--- src/rtl/data_mem_arbiter.sv ---
// Two-port (CPU A, loader/debug B) arbiter onto one single-cycle data memory port.
// Defining DATA_MEM_ARB_ROUND_ROBIN_EN replaces fixed A-priority tie breaking with round robin.
module data_mem_arbiter (
    input  logic        clk,
    input  logic        rst,
    input  logic        a_req,
    input  logic [31:0] a_addr,
    input  logic [31:0] a_wdata,
    input  logic [3:0]  a_wren,
    input  logic        b_req,
    input  logic [31:0] b_addr,
    input  logic [31:0] b_wdata,
    input  logic [3:0]  b_wren,
    input  logic        b_lock,
    output logic        a_ack,
    output logic        b_ack,
    output logic [31:0] a_rdata,
    output logic [31:0] b_rdata,
    output logic [31:0] mem_addr,
    output logic [31:0] mem_wdata,
    output logic [3:0]  mem_wren,
    input  logic [31:0] mem_rdata,
    output logic [1:0]  owner
);

    typedef enum logic [1:0] {
        IDLE  = 2'b00,
        OWN_A = 2'b01,
        OWN_B = 2'b10
    } state_t;

    // lock_cnt holds the number of completed OWN_B cycles, so 7 marks the 8th one
    localparam logic [3:0] LOCK_LAST = 4'd7;
    localparam logic [3:0] CNT_MAX   = 4'd15;

    state_t     state;
    state_t     next_state;
    logic [3:0] lock_cnt;
    logic       lock_expired;
    logic       lock_hold;
    logic       tie_to_b;

    // NOTE: state registers use non-blocking assignments so every flop samples pre-edge values.
    always_ff @(posedge clk or posedge rst) begin
        if (rst) begin
            state <= IDLE;
        end else begin
            state <= next_state;
        end
    end

    always_ff @(posedge clk or posedge rst) begin
        if (rst) begin
            lock_cnt <= 4'd0;
        end else if (state != OWN_B) begin
            lock_cnt <= 4'd0;
        end else if (lock_cnt != CNT_MAX) begin
            lock_cnt <= lock_cnt + 4'd1;
        end
    end

`ifdef DATA_MEM_ARB_ROUND_ROBIN_EN
    logic last_b;

    always_ff @(posedge clk or posedge rst) begin
        if (rst) begin
            last_b <= 1'b1;
        end else if (state == OWN_A) begin
            last_b <= 1'b0;
        end else if (state == OWN_B) begin
            last_b <= 1'b1;
        end
    end

    // The ack being issued this cycle is the most recent grant, ahead of last_b.
    assign tie_to_b = (state == OWN_A) || ((state == IDLE) && !last_b);
`else
    assign tie_to_b = 1'b0;
`endif

    assign lock_expired = (state == OWN_B) && (lock_cnt >= LOCK_LAST);
    assign lock_hold    = b_req && b_lock && !lock_expired;

    always_comb begin
        next_state = IDLE;
        if (a_req && b_req) begin
            next_state = (lock_hold || tie_to_b) ? OWN_B : OWN_A;
        end else if (a_req) begin
            next_state = OWN_A;
        end else if (b_req) begin
            next_state = OWN_B;
        end
    end

    // NOTE: every output gets a default first so no path through the case infers a latch.
    always_comb begin
        mem_addr  = 32'd0;
        mem_wdata = 32'd0;
        mem_wren  = 4'b0000;
        a_ack     = 1'b0;
        b_ack     = 1'b0;
        a_rdata   = 32'd0;
        b_rdata   = 32'd0;
        owner     = state;
        case (state)
            OWN_A: begin
                mem_addr  = a_addr;
                mem_wdata = a_wdata;
                mem_wren  = a_wren;
                a_ack     = 1'b1;
                a_rdata   = mem_rdata;
            end
            OWN_B: begin
                mem_addr  = b_addr;
                mem_wdata = b_wdata;
                mem_wren  = b_wren;
                b_ack     = 1'b1;
                b_rdata   = mem_rdata;
            end
            default: begin
            end
        endcase
    end

endmodule

--- config.mk ---
export PLATFORM = sky130hd
export DESIGN_NAME = data_mem_arbiter
export DESIGN_NICKNAME = d
export VERILOG_FILES = /design/src/rtl/data_mem_arbiter.sv
export SDC_FILE = /design/constraint.sdc
export NUM_CORES = 1
export LEC_CHECK = 0
export BUFFER_PORTS_ARGS = -buffer_cell sky130_fd_sc_hd__buf_4
export CORE_AREA = 2 2 119 121
export DETAILED_ROUTE_END_ITERATION = 8
export DIE_AREA = 0 0 121 123
export GPL_TIMING_DRIVEN = 0
export PLACE_DENSITY = 0.43
export REMOVE_ABC_BUFFERS = 1
export SLEW_MARGIN = 10
export SYNTH_ARGS = -nofsm -noshare
export SYNTH_HDL_FRONTEND = slang
export SYNTH_SLANG_ARGS = --single-unit
export TNS_END_PERCENT = 1
--- constraint.sdc ---
create_clock -name clk -period 2.5 [get_ports clk]
set_clock_uncertainty 0.05 [all_clocks]
set_input_delay 0.25 -clock clk [delete_from_list [all_inputs] [get_ports clk]]
set_output_delay 0.25 -clock clk [all_outputs]
set_load 0.05 [all_outputs]
==> run_results.csv <==
group,metric,value,unit
floorplanning,rows,43,
sta,period_share,92.3,%
hold_path,holdPathEnd,"owner[1]",
sta,tightest_slew,751,ps
floorplanning,die_y,123,um
clocking,cts_tree,"yes",
placement,gp_congestion,0.798,
cells_and_area,layout-drive-gt1-share,58.0,%
clocking,numCtsBuffers,3,
cells_and_area,n_fill_cell,1483,
critical_path,worst-path-max-fanout,51,
placement,dpl.cell_count,720,
hold_path,hold_path.class,"in2reg",
clocking,clkSinkCount,6,
synth,netlist_area,1620,um2
critical_path,crit_start,"owner[1]",
routing,viasPerCell,4.13,
status,status,"completed",
clocking,clock_latency,230,ps
hold_path,min_from,"a_req",
placement,portBuffers,308,
critical_path,cp.required,2200,ps
sta,max_freq,433,MHz
placement,preCtsSetupSlack,327,ps
synth,yosysUniqueCellTypes,20,
clocking,h-tree-depth,1,
sta,finalMaxSlewViolations,0,
hold_path,min_delay_path_depth,2,
synth,synth_warnings,0,
global_routing,grt_max_degree,69,
synth,ys_seq_area_share,9.27,%
critical_path,critPathLaunchType,"flip-flop",
critical_path,critPathKind,"reg2out",
floorplanning,chipWidth,121,um
critical_path,arrival,2010,ps
sta,rsz0062_at_grt,"false",
routing,vias,2997,
sta,period_needed,2310,ps
routing,drtPass1Iterations,4,
sta,relSlewSlack,49.9,%
job,max_cap_violations,0,
cells_and_area,n_antenna_cell,0,
synth,synth_top_cell_by_area,"a22oi_1",
floorplanning,io_pins,309,
critical_path,ff2ff_setup_slack,620,ps
sta,fin_tns_setup,0,ps
synth,netlist_instances,260,
synth,synth.top_cell.area_share,31.5,%
floorplanning,start_util,11.9,%
placement,post_dp_cell_area,4060,um2
power_and_ir_drop,totalPowerFinal,0.00150,W
sta,layout_setup_ws,193,ps
global_routing,grt_pass1_wl,14.7,mm
synth,syn_area_per_cell,6.23,um2
global_routing,grt_pass1_vias,2787,
global_routing,overflow,0,
power_and_ir_drop,powerDensity,359,nW/um2
global_routing,antenna_found_initial,0,
routing,drc_errors,0,
sta,hold_viol,0,
synth,netlist_top_cells_area,"a22oi_1 32%, and2_1 25%, nor2_1 16%",
routing,ant_nets,0,
clocking,ctsLongestPathBuffers,2,
routing,wl,10.7,mm
floorplanning,core_area,13600,um2
power_and_ir_drop,power_leakage,2.19,nW
cells_and_area,fin_area,4170,um2
critical_path,critPathCaptureType,"output port",
global_routing,track_usage,12.3,%
critical_path,worst_r2r_endpoint,"owner[1]",
floorplanning,die-area,14900,um2
synth,ys_seq_elements,6,
clocking,cts_resized,0,
routing,first_iter_violations,139,
critical_path,r2r_start,"owner[0]",
sta,setup_violations,0,
clocking,path_clk_slew,30,ps
cells_and_area,areaGrowthSynthToFinish,158,%
routing,wl_per_cell,14.8,um
clocking,root_buffer,"clkbuf_16",
cells_and_area,stdcell_count,725,
cells_and_area,final_nets,723,
critical_path,reg2reg_depth,6,
power_and_ir_drop,ir_worst_vdd,0.194,mV
placement,hpwl,8.34,mm
-- worst max-delay path: stages, from the launching register on --
cell	delay (ps)
dfrtp_1	410
inv_1	100
ha_4	470
buf_12	290
a22oi_1	100
nor2_1	130
buf_4	230
-- cell usage after synthesis --
| cell | n |
|---|---|
| nor2_1 | 69 |
| a21oi_1 | 2 |
| ha_1 | 3 |
| a211oi_1 | 1 |
| buf_2 | 14 |
| buf_6 | 1 |
| xnor2_1 | 1 |
| o21a_1 | 1 |
| nand3_1 | 3 |
| nor3_1 | 1 |
| clkbuf_1 | 9 |
| o21ai_1 | 1 |
| o21ai_0 | 2 |
| dfrtp_1 | 6 |
| nand2_1 | 1 |
| and2_1 | 64 |
| buf_4 | 6 |
| inv_1 | 6 |
| a31oi_1 | 1 |
| a22oi_1 | 68 |
-- sequential cells by signal (all words and copies together) (netlist names) --
register / flops
lock_cnt: 4
owner: 2
-- power by group --
part,total [W],leakage (nW),internal (W),switching [W]
combinational,0.00113,2.07,0.000427,0.000707
clock,0.000260,0.0370,0.000205,0.0000546
sequential,0.000106,0.0794,0.000102,0.00000456
total,0.00150,2.19,0.000734,0.000766
-- repair_timing --
item | 4_1_cts | 5_1_grt
hold endpoints to repair | 6 | 0
setup endpoints to repair | 0 | 16
buffers inserted | 0 | 1
hold buffers | 1 | 0
-- how the worst max path moves through the flow --
| stage | endpoint | slack (ps) | cells after the start |
|---|---|---|---|
| 2_1_floorplan | mem_addr[0] | -1500 | 3 |
| 3_3_place_gp | mem_addr[26] | -1770 | 5 |
| 3_5_place_dp | mem_addr[12] | 330 | 6 |
| 4_1_cts | mem_addr[12] | 90 | 6 |
| 5_1_grt | mem_addr[8] | 40 | 6 |
| 6_report | mem_addr[8] | 190 | 6 |
-- placed cells by master (no fill, tap or decap), types with 2 or more instances in the layout --
cell       netlist  final
buf_4            6    308
nor2_1          69     69
a22oi_1         68     68
and2_1          64     64
inv_1            6      6
dfrtp_1          6      6
nand3_1          3      3
clkbuf_16        0      3
a21oi_1          2      2
o21ai_0          2      2
ha_4             0      2
buf_12           0      2
-- stage by stage --
stage	hold slack, ps	utilization [%]
2_1_floorplan	-9.04	-
3_3_place_gp	137	29.4
3_5_place_dp	150	29.8
4_1_cts	149	30.5
5_1_grt	147	30.7
6_report	146	30.7
-- cell families after synthesis --
family / synth area share, %
and+or+nand+nor: 42.2
AOI/OAI and AO/OA: 34.4
DFF: 9.27
xor gates and xnor gates: 0.541
adders and majority gates: 2.32
buffers and inverters: 11.3
-- per-layer routing --
metal  global-route usage [%]  vias to the layer above  wire, um
met5                        0                        -         0
met4                     1.24                        0        48
met3                     2.95                        4      1090
met2                     23.9                      178      5640
met1                     13.8                     1343      3960
li1                         -                     1472         -
-- cell type report --
class,instances,area [um2],area share (%)
multi-input combinational,218,1310,31.4
inverter,6,22.5,0.540
clock buffer,3,75.1,1.80
timing repair buffer,312,2390,57.3
tap,180,225,5.40
sequential,6,150,3.60
Note: power is estimated with default switching activity, not from simulation.
